### src/rtl/dmem_master_pkg.sv
// Shared definitions for the data-memory request controller, its memory
// model and benches.
package dmem_master_pkg;

   // state   | meaning
   // IDLE    | ready for a request; request fields are latched on accept
   // ACCESS  | one-cycle memory strobe (we or re) with latched addr/data
   // WAIT    | capture memory q / dmem_error into the response registers
   // RESP    | response valid, held stable until the consumer accepts it
   typedef enum logic [1:0] {
      IDLE   = 2'd0,
      ACCESS = 2'd1,
      WAIT   = 2'd2,
      RESP   = 2'd3
   } state_t;

   localparam int DMEM_DEPTH_DFLT = 1024;

endpackage

### src/rtl/dmem_master_sat_counter.sv
// Saturating up-counter: increments on en_i and sticks at all-ones.
module sat_counter #(
   parameter int W = 16
) (
   input  logic         clk,
   input  logic         rst_n,
   input  logic         en_i,
   output logic [W-1:0] cnt_o
);

   logic [W-1:0] cnt_q, cnt_d;

   // next count: hold once saturated
   always_comb begin
      cnt_d = cnt_q;
      if (en_i && (cnt_q != '1)) begin
         cnt_d = cnt_q + 1'b1;
      end
   end

   // count register
   always_ff @(posedge clk or negedge rst_n) begin
      if (!rst_n) begin
         cnt_q <= '0;
      end else begin
         cnt_q <= cnt_d;
      end
   end

   assign cnt_o = cnt_q;

endmodule

### src/rtl/dmem_master.sv
// Request-side controller for the single-port data memory: one outstanding
// read/write, one-cycle memory strobe, back-pressure tolerant response and
// saturating debug counters.
module dmem_master
   import dmem_master_pkg::*;
#(
   parameter int MEM_DEPTH = DMEM_DEPTH_DFLT,
   parameter int CNT_W     = 16
) (
   input  logic             clk,
   input  logic             rst_n,
   input  logic             req_valid,
   output logic             req_ready,
   input  logic             req_write,
   input  logic [63:0]      req_addr,
   input  logic [63:0]      req_wdata,
   output logic             resp_valid,
   input  logic             resp_ready,
   output logic [63:0]      resp_rdata,
   output logic             resp_error,
   output logic [63:0]      mem_data,
   output logic [63:0]      mem_addr,
   output logic             mem_we,
   output logic             mem_re,
   input  logic [63:0]      mem_q,
   input  logic             mem_error,
   output logic [CNT_W-1:0] cnt_reads,
   output logic [CNT_W-1:0] cnt_writes,
   output logic [CNT_W-1:0] cnt_errors
);

   state_t      state_q, state_d;
   logic        write_q, write_d;
   logic        range_err_q, range_err_d;
   logic [63:0] addr_q, addr_d;
   logic [63:0] wdata_q, wdata_d;
   logic [63:0] rdata_q, rdata_d;
   logic        error_q, error_d;
   logic        addr_oor;
   logic        resp_hs;

   assign addr_oor = (req_addr >= 64'(MEM_DEPTH));

   // next state, response capture and handshake/strobe outputs
   always_comb begin
      state_d     = state_q;
      write_d     = write_q;
      range_err_d = range_err_q;
      addr_d      = addr_q;
      wdata_d     = wdata_q;
      rdata_d     = rdata_q;
      error_d     = error_q;
      req_ready   = 1'b0;
      resp_valid  = 1'b0;
      mem_we      = 1'b0;
      mem_re      = 1'b0;
      case (state_q)
         IDLE: begin
            req_ready = 1'b1;
            if (req_valid) begin
               write_d     = req_write;
               addr_d      = req_addr;
               wdata_d     = req_wdata;
               range_err_d = addr_oor;
               // An out-of-range request skips the strobe but still spends
               // one cycle in WAIT, so its response appears one cycle after
               // acceptance with the memory untouched.
               state_d     = addr_oor ? WAIT : ACCESS;
            end
         end
         ACCESS: begin
            mem_we  = write_q;
            mem_re  = !write_q;
            state_d = WAIT;
         end
         WAIT: begin
            error_d = range_err_q | mem_error;
            rdata_d = (write_q || range_err_q || mem_error) ? 64'd0 : mem_q;
            state_d = RESP;
         end
         RESP: begin
            resp_valid = 1'b1;
            if (resp_ready) begin
               state_d = IDLE;
            end
         end
         default: begin
            state_d = IDLE;
         end
      endcase
   end

   // state and datapath registers
   always_ff @(posedge clk or negedge rst_n) begin
      if (!rst_n) begin
         state_q     <= IDLE;
         write_q     <= 1'b0;
         range_err_q <= 1'b0;
         addr_q      <= '0;
         wdata_q     <= '0;
         rdata_q     <= '0;
         error_q     <= 1'b0;
      end else begin
         state_q     <= state_d;
         write_q     <= write_d;
         range_err_q <= range_err_d;
         addr_q      <= addr_d;
         wdata_q     <= wdata_d;
         rdata_q     <= rdata_d;
         error_q     <= error_d;
      end
   end

   assign mem_addr   = addr_q;
   assign mem_data   = wdata_q;
   assign resp_rdata = rdata_q;
   assign resp_error = error_q;
   assign resp_hs    = resp_valid && resp_ready;

   sat_counter #(.W(CNT_W)) u_cnt_reads (
      .clk   (clk),
      .rst_n (rst_n),
      .en_i  (resp_hs && !error_q && !write_q),
      .cnt_o (cnt_reads)
   );

   sat_counter #(.W(CNT_W)) u_cnt_writes (
      .clk   (clk),
      .rst_n (rst_n),
      .en_i  (resp_hs && !error_q && write_q),
      .cnt_o (cnt_writes)
   );

   sat_counter #(.W(CNT_W)) u_cnt_errors (
      .clk   (clk),
      .rst_n (rst_n),
      .en_i  (resp_hs && error_q),
      .cnt_o (cnt_errors)
   );

endmodule

### config.mk
export PLATFORM = sky130hd
export DESIGN_NAME = dmem_master
export DESIGN_NICKNAME = d
export VERILOG_FILES = /design/src/rtl/dmem_master_pkg.sv /design/src/rtl/dmem_master_sat_counter.sv /design/src/rtl/dmem_master.sv
export SDC_FILE = /design/constraint.sdc
export NUM_CORES = 1
export LEC_CHECK = 0
export CORE_MARGIN = 1.5
export CORE_UTILIZATION = 35
export DETAILED_ROUTE_END_ITERATION = 6
export GPL_ROUTABILITY_DRIVEN = 0
export GPL_TIMING_DRIVEN = 0
export MAX_ROUTING_LAYER = met4
export PLACE_DENSITY = 0.72
export SYNTH_ARGS = -nofsm -noshare
export SYNTH_HDL_FRONTEND = slang
export SYNTH_HIERARCHICAL = 1
export SYNTH_SLANG_ARGS = --single-unit
### constraint.sdc
create_clock -name clk -period 3.2 [get_ports clk]
set_input_delay 0.48 -clock clk [delete_from_list [all_inputs] [get_ports clk]]
set_output_delay 0.48 -clock clk [all_outputs]
set_load 0.02 [all_outputs]
==> results of run 1 <==
-- metal layers --
layer,track usage,part of all wire,vias up
met5,-,0,-
met4,0.07018,0.032,0
met3,0.06794,0.084,58
met2,0.3553,0.49,318
met1,0.2479,0.39,3845
li1,-,-,3547
-- kinds of logic after synthesis --
kind of cell / after synthesis / synth area share
flip-flops: 245 / 0.6091
multiplexers: 132 / 0.1477
AND/OR/NAND/NOR: 128 / 0.09745
AO/OA/AOI/OAI: 116 / 0.1007
buffers and inverters: 32 / 0.01815
XOR/XNOR: 21 / 0.01827
adder cells (fa/ha/maj): 7 / 0.008701
-- sequential cells by signal, summed over array words and instances (netlist names), 2 cells and up --
| signal | cells |
|---|---|
| u_cnt_writes/cnt_o | 16 |
| state_q | 2 |
| u_cnt_reads/cnt_o | 16 |
| u_cnt_errors/cnt_o | 16 |
| resp_rdata | 64 |
| mem_addr | 64 |
| mem_data | 64 |
-- cell usage after synthesis --
master / instances / share of area
a21oi_1: 10 / 0.0050
a22o_1: 9 / 0.0078
a22o_2: 55 / 0.055
a22oi_1: 1 / 0.00075
a31oi_1: 9 / 0.0056
a32oi_1: 3 / 0.0026
and2_2: 1 / 0.00075
and2b_2: 1 / 0.00087
and3_1: 7 / 0.0044
and4_1: 3 / 0.0026
and4_2: 3 / 0.0030
and4_4: 3 / 0.0034
and4b_1: 3 / 0.0030
buf_2: 14 / 0.0070
buf_6: 6 / 0.0067
clkbuf_1: 7 / 0.0026
dfrtp_1: 245 / 0.61
ha_1: 7 / 0.0087
inv_1: 5 / 0.0019
mux2_1: 3 / 0.0034
mux2_2: 129 / 0.14
nand2_1: 16 / 0.0060
nand3_1: 16 / 0.0080
nand3_4: 3 / 0.0052
nand4_1: 27 / 0.017
nand4_2: 3 / 0.0037
nand4_4: 3 / 0.0063
nor2_1: 9 / 0.0034
nor2_2: 3 / 0.0019
nor3_1: 1 / 0.00050
nor3_2: 3 / 0.0030
nor3b_1: 1 / 0.00075
nor4_1: 15 / 0.0093
nor4_4: 7 / 0.015
o211ai_1: 3 / 0.0022
o21a_1: 15 / 0.011
o21ai_0: 6 / 0.0030
o22a_1: 1 / 0.00087
o22ai_1: 1 / 0.00062
o31ai_4: 3 / 0.0063
xnor2_1: 15 / 0.013
xor2_1: 6 / 0.0052
-- worst max-delay path by stage --
stage,to,cells after the start,start
3_3_place_gp,mem_addr[60],1,rst_n
5_1_grt,req_ready,3,state_q[0]
3_5_place_dp,state_q[1],5,req_addr[33]
4_1_cts,req_ready,3,state_q[0]
6_report,req_ready,3,state_q[0]
2_1_floorplan,u_cnt_writes/cnt_o[5],7,state_q[0]
-- power by group through the flow --
stage                     logic [mW]  registers [mW]  clock network, mW
after CTS                       6.60            4.99               3.43
after floorplan                 1.80            6.37                  0
after detailed placement        6.56            5.02                  0
after global placement          6.51            4.98                  0
final                           6.54            4.99               3.34
after global routing            6.87            5.15               3.55
-- final cells by class --
class,count,area [sq um],area share
antenna,1,2.502,0.0001565
buffer,27,163.9,0.01025
clock buffer,39,793.3,0.04961
clock inverter,11,161.4,0.01009
inverter,5,18.77,0.001174
multi-input combinational,404,3752,0.2347
sequential,245,6131,0.3834
tap,378,473.0,0.02958
timing repair buffer,445,4494,0.2811
-- what timing repair did --
| action | CTS | global route |
|---|---|---|
| hold endpoints to repair | 40 | 0 |
| endpoints found under the setup margin | 0 | 0 |
| hold buffers | 1 | 0 |
-- through the flow --
stage               hold slack [ns]  total power, mW  TNS (ns)
global route                 0.4239            15.57         0
finish                       0.4252            14.86         0
CTS                          0.4128            15.02         0
detailed placement           0.3910            11.58         0
global placement             0.4866            11.49  -2246.31
floorplan                    0.1844            8.167         0
-- worst max-delay path: cells and delay by family (launching register included) --
kind	cells	cell delay, ns
flops	1	0.41
buf+inv	2	0.80
fa+ha+maj	1	0.31
==> impl_metrics.yaml, run 1 <==
status:
  outcome: "complete, no violations"
synthesis:
  synth_area_per_cell_sq_um: 14.78
  netlist_instances: 681
  yosysSeqAreaShare: 0.6091
  ys_types: 42
  ys_warn_count: 6
  syn-num-nets: 886
  netlist_area_sq_um: 10070
  ys_seq_elements: 245
floorplanning:
  core_area_sq_um: 28010
  num_rows: 61
  ios: 443
  die_w_um: 172.6
  die-area_sq_um: 29790
  start_util: 0.3594
  die_h_um: 172.6
routing:
  dr_total_vias: 7768
  drcViolationCount: 0
  ant_nets: 0
  drt_iter0_drc: 423
  drt-vias-per-instance: 4.995
  detail_route.wl_per_cell_um: 20.23
  dr.pass1.iters: 4
  drt-total-wl_mm: 31.46
sta:
  period_share: 0.7958
  hold_viol: 0
  worstMarginPinSlew_ns: 0.9344
  rsz0062_at_grt: "no"
  final-setup-viol-count: 0
  fin_crit_ns: 2.546
  finClkSkew_ns: 0.01281
  setup_ws_ns: 0.6535
  max_clock_freq_mhz: 392.7
  slew_headroom: 0.3724
  maxSlewViolCount: 0
critical_path:
  reg2reg_to: "u_cnt_writes/cnt_o[10]"
  r2r_cells: 7
  slowest_stage: "clkdlybuf4s50_1"
  critPathKind: "reg2out"
  crit_arrival_ns: 2.07
  start_kind: "register"
  worstPathRequired_ns: 2.72
  max_stage_delay_ns: 0.70
  r2r_start: "state_q[0]"
  r2r_setup_slack_ns: 0.74
  cp_max_fo: 6
  worstPathCellList: "inv_1 > ha_1 > clkdlybuf4s50_1"
  end_kind: "output port"
place:
  port_buffers: 442
  post-place-ws_ns: 0.3729
  placed_area_sq_um: 15020
  place_inst: 1503
  dp_hpwl_mm: 23.86
clocking:
  clock_latency_ns: 0.54
  cts_tree: "built"
  cts.clk_slew.worst_paths_ns: 0.06
  clock_path_buffers: 3
  numCtsBuffers: 28
  root_buffer: "clkbuf_16"
  clock-sinks: 245
  cts-resized-gates: 0
  cts_setup_buffers: 0
  htreeDepth: 1
power:
  p_seq_frac: 0.335
  p_switching_mw: 5.157
  p_leak_nw: 6.768
  power_frac_comb: 0.440
  p_int_mw: 9.704
  power_frac_clock: 0.225
  swShare: 0.3470
  ir_worst_vdd_uv: 635.9
  p_per_area_nw_per_um2: 929.3
global_routing:
  grt_max_degree: 113
  grt_overflow: 0
  grt_pass1_vias: 8285
  grt_pass1_wl_mm: 48.67
  grt.total_usage: 0.2150
  antenna_found_initial: 1
worst_hold_path:
  hold_class: "in2async"
cells_and_area:
  final_common_cell: "clkdlybuf4s50_1"
  finalNonFillerCells: 1555
  layout-drive-gt1-share: 0.2406
  layout_common_cells: "clkdlybuf4s50_1, dfrtp_1, mux2_2"
  fin_nets: 1361
  areaGrowthSynthToFinish_pct: 58.86
  fin_area_sq_um: 15990
  fin_util: 0.5709
  fillers: 2347
job:
  maxCapViolCount: 0
Power figures use the tool's default switching activity.
==> run 2, diff against run 1 <==
==> constraint.sdc (replaced) <==
create_clock -name clk -period 2.6 [get_ports clk]
set_input_delay 0.39 -clock clk [delete_from_list [all_inputs] [get_ports clk]]
set_output_delay 0.39 -clock clk [all_outputs]
set_load 0.02 [all_outputs]
==> run 2 against run 1 <==
Global-route usage stayed put. Utilization hardly changed. Via count is 0.27% higher. Worst setup slack worse by 0.52 ns. Wire length hardly changed. Register-to-register slack worse by 0.45 ns. Clock skew hardly changed. Sequential share of layout area hardly changed. Sequential power is 23% higher. First-iteration DRC count is 1.9% lower. Total power is 23% higher. Die area stayed put. Largest cell class unchanged.
==> impl_metrics.yaml, run 2 (same netlist as run 1, synthesis figures left out) <==
status:
  outcome: "complete, no violations"
power:
  p_leak_nw: 6.770
  power.total_mw: 18.29
  p_per_area_nw_per_um2: 1143
  ir_worst_vdd_uv: 782.6
cells_and_area:
  areaGrowthSynthToFinish_pct: 58.96
  finalNonFillerCells: 1555
  layout_common_cells: "clkdlybuf4s50_1, dfrtp_1, mux2_2"
  fillers: 2346
  fin_nets: 1361
  fin_area_sq_um: 16000
  final_common_cell: "clkdlybuf4s50_1"
  layout-drive-gt1-share: 0.2423
routing:
  detail_route.wl_per_cell_um: 20.23
  ant_nets: 0
  dr_total_vias: 7789
  drt_iter0_drc: 415
  dr.pass1.iters: 4
  drt-vias-per-instance: 5.009
  drt-total-wl_mm: 31.46
  drcViolationCount: 0
critical_path:
  max_stage_delay_ns: 0.70
  start_kind: "register"
  crit_buf_inv: 2
  slowest_stage: "clkdlybuf4s50_1"
  critPathLaunch: "state_q[1]"
  crit_arrival_ns: 2.08
  end_kind: "output port"
  critPathTopFamily: "buffers and inverters"
  critPathKind: "reg2out"
  worstPathCellList: "inv_1 > ha_1 > clkdlybuf4s50_1"
  r2r_start: "state_q[0]"
  cp_max_fo: 6
  worstPathRequired_ns: 2.21
floorplanning:
  die-area_sq_um: 29790
  start_util: 0.3594
  die_w_um: 172.6
  num_rows: 61
  die_h_um: 172.6
  core_area_sq_um: 28010
  ios: 443
sta:
  maxSlewViolCount: 0
  slew_headroom: 0.3691
  fin_crit_ns: 2.467
  finClkSkew_ns: 0.01281
  fin_hold_ws_ns: 0.3351
  hold_viol: 0
  setup_ws_ns: 0.1334
  rsz0062_at_grt: "no"
  final-setup-viol-count: 0
  worstMarginPinSlew_ns: 0.9393
  period_share: 0.9487
  max_clock_freq_mhz: 405.4
place:
  post-place-ws_ns: -0.1371
  port_buffers: 442
  placed_area_sq_um: 15020
  dp_hpwl_mm: 23.86
  place_inst: 1503
global_routing:
  grt_max_degree: 113
  grt_overflow: 0
  grt.total_usage: 0.2150
  antenna_found_initial: 1
  grt_pass1_wl_mm: 48.67
  grt_pass1_vias: 8285
clocking:
  clock-sinks: 245
  numCtsBuffers: 28
  cts_tree: "built"
  root_buffer: "clkbuf_16"
  htreeDepth: 1
  clock_latency_ns: 0.54
  clock_path_buffers: 3
  cts.clk_slew.worst_paths_ns: 0.06
job:
  maxCapViolCount: 0
worst_hold_path:
  hold_class: "in2async"
==> run 2: cell counts in the layout (fill, tap and decap cells not counted) <==
Identical to the previous run, type by type.
==> run 2: path summary, 6_finish.rpt <==
check | depth (start not counted) | end | slack (ns)
max | 3 | req_ready | 0.13
min | 2 | u_cnt_errors/cnt_o[9] | 0.34
max reg2reg | 6 | resp_rdata[16] | 0.29
min reg2reg | 1 | mem_addr[7] | 0.50
max in group asynchronous | 3 | mem_addr[19] | 1.36
min in group clk | 2 | resp_rdata[13] | 0.45
==> run 2: repair_timing <==
action                                  CTS  global route
endpoints found under the hold margin    40             0
setup buffers                             0             0
hold buffers                              1             0
endpoints found under the setup margin    0             3
gates resized for setup                   0             2
==> run 2: area by class of cell <==
type | count | area, sq um | area share
clock inverter | 11 | 161.4 | 0.01009
antenna | 1 | 2.502 | 0.0001564
tap | 378 | 473.0 | 0.02956
timing repair buffer | 445 | 4494 | 0.2809
multi-input combinational | 404 | 3762 | 0.2351
buffer | 27 | 163.9 | 0.01024
sequential | 245 | 6131 | 0.3832
clock buffer | 39 | 793.3 | 0.04958
inverter | 5 | 18.77 | 0.001173
==> run 2: where the power goes <==
part           leakage (nW)  total [mW]  switching (mW)  internal [mW]
combinational          3.19        8.05            3.89           4.16
clock                 0.468        4.11            1.59           2.51
sequential             3.11        6.14           0.868           5.27
total                  6.77        18.3            6.35           11.9
==> run 2: through the flow <==
stage	setup TNS, ns	utilization
after floorplan	0	-
after global placement	-2371.50	0.5342
after detailed placement	-0.3374	0.5363
after CTS	0	0.5708
after global routing	0	0.5712
final	0	0.5712
==> run 2: layer usage <==
metal  vias to the layer above  track usage  part of all wire
li1                       3544            -                 -
met1                      3862       0.2479              0.39
met3                        58      0.06794             0.084
met2                       325       0.3553              0.49
met4                         0      0.07018             0.032
met5                         -            -                 0
==> run 3, diff against run 2 <==
--- a/config.mk
+++ b/config.mk
@@ -14,5 +14,4 @@
 export PLACE_DENSITY = 0.72
 export SYNTH_ARGS = -nofsm -noshare
 export SYNTH_HDL_FRONTEND = slang
-export SYNTH_HIERARCHICAL = 1
 export SYNTH_SLANG_ARGS = --single-unit
==> constraint.sdc (replaced) <==
create_clock -name clk -period 2.8 [get_ports clk]
set_input_delay 0.42 -clock clk [delete_from_list [all_inputs] [get_ports clk]]
set_output_delay 0.42 -clock clk [all_outputs]
set_load 0.02 [all_outputs]
==> run 3 against run 2 <==
Sequential power decreased by 6.8%. Register-to-register slack about the same. Wire length decreased by 3.7%. Non-clock buffer count increased by 3. Clock-buffer cell count decreased by 1. Die area decreased by 1.8%. Largest cell class unchanged.
==> impl_metrics.yaml, run 3 <==
status:
  outcome: "complete, no violations"
cells_and_area:
  fin_nets: 1472
  areaGrowthSynthToFinish_pct: 60.38
  fillers: 2341
  layout-drive-gt1-share: 0.1629
  fin_util: 0.5705
  multiInputGateArea_sq_um: 3348
  layout_common_cells: "clkdlybuf4s50_1, dfrtp_1, mux2_2"
  final_common_cell: "clkdlybuf4s50_1"
  seq_area_sq_um: 6131
power:
  p_switching_mw: 5.948
  power_frac_comb: 0.434
  power_frac_clock: 0.230
  p_int_mw: 11.05
  p_leak_nw: 6.621
  p_per_area_nw_per_um2: 1073
  ir_worst_vdd_uv: 642.8
  swShare: 0.3499
  p_seq_frac: 0.336
floorplanning:
  ios: 443
  start_util: 0.3557
  num_rows: 61
  die_w_um: 171.0
  die-area_sq_um: 29250
  die_h_um: 171.0
  core_area_sq_um: 27780
place:
  port_buffers: 442
  dp_hpwl_mm: 23.18
  post-place-ws_ns: -0.2561
job:
  maxCapViolCount: 0
clocking:
  clock-sinks: 245
  cts.clk_slew.worst_paths_ns: 0.06
  htreeDepth: 1
  cts_tree: "built"
  clock_latency_ns: 0.53
  clock_path_buffers: 3
  root_buffer: "clkbuf_16"
  cts-resized-gates: 0
  ctsHoldBuffers: 1
  numCtsBuffers: 28
  cts_setup_buffers: 0
routing:
  dr.pass1.iters: 4
  ant_nets: 0
  detail_route.wl_per_cell_um: 18.15
  drt-total-wl_mm: 30.29
  drt_iter0_drc: 399
  drcViolationCount: 0
  drt-vias-per-instance: 4.651
  dr_total_vias: 7762
sta:
  hold_viol: 0
  slew_headroom: 0.3790
  worstMarginPinSlew_ns: 0.9229
  finClkSkew_ns: 0.008336
  maxSlewViolCount: 0
  period_share: 0.9007
  final-setup-viol-count: 0
  max_clock_freq_mhz: 396.5
  setup_ws_ns: 0.2780
  fin_crit_ns: 2.522
  rsz0062_at_grt: "no"
critical_path:
  crit_buf_inv: 1
  crit_arrival_ns: 2.94
  end_kind: "register"
  start_kind: "input port"
  slowest_stage: "nor4_1"
  r2r_start: "state_q[0]"
  worstPathRequired_ns: 3.22
  critPathKind: "in2reg"
  worst_path_most_repeated_cell: "nor4_1"
  worstPathCellList: "clkdlybuf4s50_1 > nor4_1 > nand4_1 > nor4_1 > a21oi_1 > mux2_2"
  critPathTopFamily: "simple AND/OR/NAND/NOR gates"
  reg2reg_to: "resp_rdata[13]"
  cp_max_fo: 3
  r2r_setup_slack_ns: 0.28
  max_stage_delay_ns: 0.82
  r2r_cells: 8
synthesis:
  ys_seq_elements: 245
  synth_edf_count: 0
  syn-num-nets: 997
  netlist_area_sq_um: 9882
  ys_warn_count: 0
  async_reset_ff_frac: 1.000
  synth_top_area_cell: "dfrtp_1"
  synth.most_common_cell: "dfrtp_1"
  synth_area_per_cell_sq_um: 12.48
  synth_top_area_share: 0.6204
  synthTopCellsByCount: "dfrtp_1, mux2_2, nand2_1, inv_1, o21ai_0"
  ys_types: 42
  yosysSeqAreaShare: 0.6204
  netlist_instances: 792
  synth_top_cells_by_area: "dfrtp_1, mux2_2, nand2_1, o21ai_0, inv_1"
  synth_flop_cell: "dfrtp_1"
global_routing:
  grt_max_degree: 111
  grt_overflow: 0
  grt.total_usage: 0.2061
  antenna_found_initial: 2
  grt_pass1_vias: 8042
  grt_pass1_wl_mm: 44.62
worst_hold_path:
  hold_class: "in2async"
[run 3: cell count changes after synthesis, sizes merged, moves of 7 or more]
cell	delta
inv	+66
nor4	-8
o21ai	+60
xnor2	+14
xor2	+7
a31oi	-8
a22o	-64
nand4	-20
nand2	+72
o21a	-13
[run 3: metal layers]
layer	part of all wire	routed length, um	GRT usage	vias up
li1	-	-	-	3627
met5	0	0	-	-
met2	0.51	15300	0.3533	302
met3	0.095	2876	0.07263	54
met1	0.37	11260	0.2232	3779
met4	0.028	848	0.06522	0
[run 3: worst register-to-register path, delay by kind of cell, from the launching register on]
| kind | cells | cell delay, ns |
|---|---|---|
| AND/OR/NAND/NOR | 2 | 0.32 |
| AO/OA/AOI/OAI | 1 | 0.09 |
| flip-flops | 1 | 0.41 |
| buffers and inverters | 4 | 1.30 |
| adder cells (fa/ha/maj) | 1 | 0.29 |
[run 3: worst max path at each step]
| stage | startpoint | end | slack (ns) | depth (start not counted) |
|---|---|---|---|---|
| floorplan | state_q[0] | u_cnt_reads.cnt_o[1] | 0.89 | 5 |
| global placement | rst_n | mem_addr[55] | -9.49 | 1 |
| detailed placement | req_addr[61] | state_q[1] | -0.26 | 6 |
| CTS | state_q[0] | resp_rdata[13] | 0.19 | 8 |
| global route | state_q[0] | resp_rdata[34] | 0.03 | 8 |
| finish | req_addr[60] | state_q[1] | 0.28 | 6 |
[run 3: logic make-up (layout without fill, tap and decap cells)]
kind of cell | Yosys count | after routing | synth area share
buffers and inverters | 101 | 598 | 0.04077
flip-flops | 245 | 245 | 0.6204
XOR/XNOR | 42 | 42 | 0.03722
AND/OR/NAND/NOR | 181 | 181 | 0.08787
adder cells (fa/ha/maj) | 7 | 7 | 0.008863
multiplexers | 135 | 135 | 0.1537
AO/OA/AOI/OAI | 81 | 81 | 0.05115
other | 0 | 2 | 0
[run 3: layout make-up]
cell class | instances | share of cell area
Antenna cell | 2 | 0.0003158
Buffer | 30 | 0.008605
Clock buffer | 38 | 0.04981
Clock inverter | 14 | 0.01295
Inverter | 71 | 0.01682
Multi-Input combinational cell | 446 | 0.2113
Sequential cell | 245 | 0.3868
Tap cell | 378 | 0.02984
Timing Repair Buffer | 445 | 0.2836
[run 3: through the flow]
| step | instance area (sq um) | hold WS (ns) | total power, mW | cells | TNS [ns] |
|---|---|---|---|---|---|
| 3_3_place_gp | 14780 | 0.4775 | 13.07 | 1612 | -2318.63 |
| 2_1_floorplan | 9882 | 0.1244 | 9.214 | 792 | 0 |
| 6_report | 15850 | 0.3453 | 17.00 | 1669 | 0 |
| 5_1_grt | 15850 | 0.3461 | 17.87 | 1669 | 0 |
| 4_1_cts | 15840 | 0.3241 | 17.23 | 1667 | 0 |
| 3_5_place_dp | 14840 | 0.3073 | 13.19 | 1614 | -0.4253 |
[run 3: power groups by stage]
stage / Clock (mW) / Sequential (mW) / Combinational (mW)
floorplan: 0 / 7.33 / 1.88
global placement: 0 / 5.70 / 7.37
detailed placement: 0 / 5.75 / 7.44
CTS: 4.03 / 5.72 / 7.48
global route: 4.16 / 5.88 / 7.83
finish: 3.91 / 5.72 / 7.38
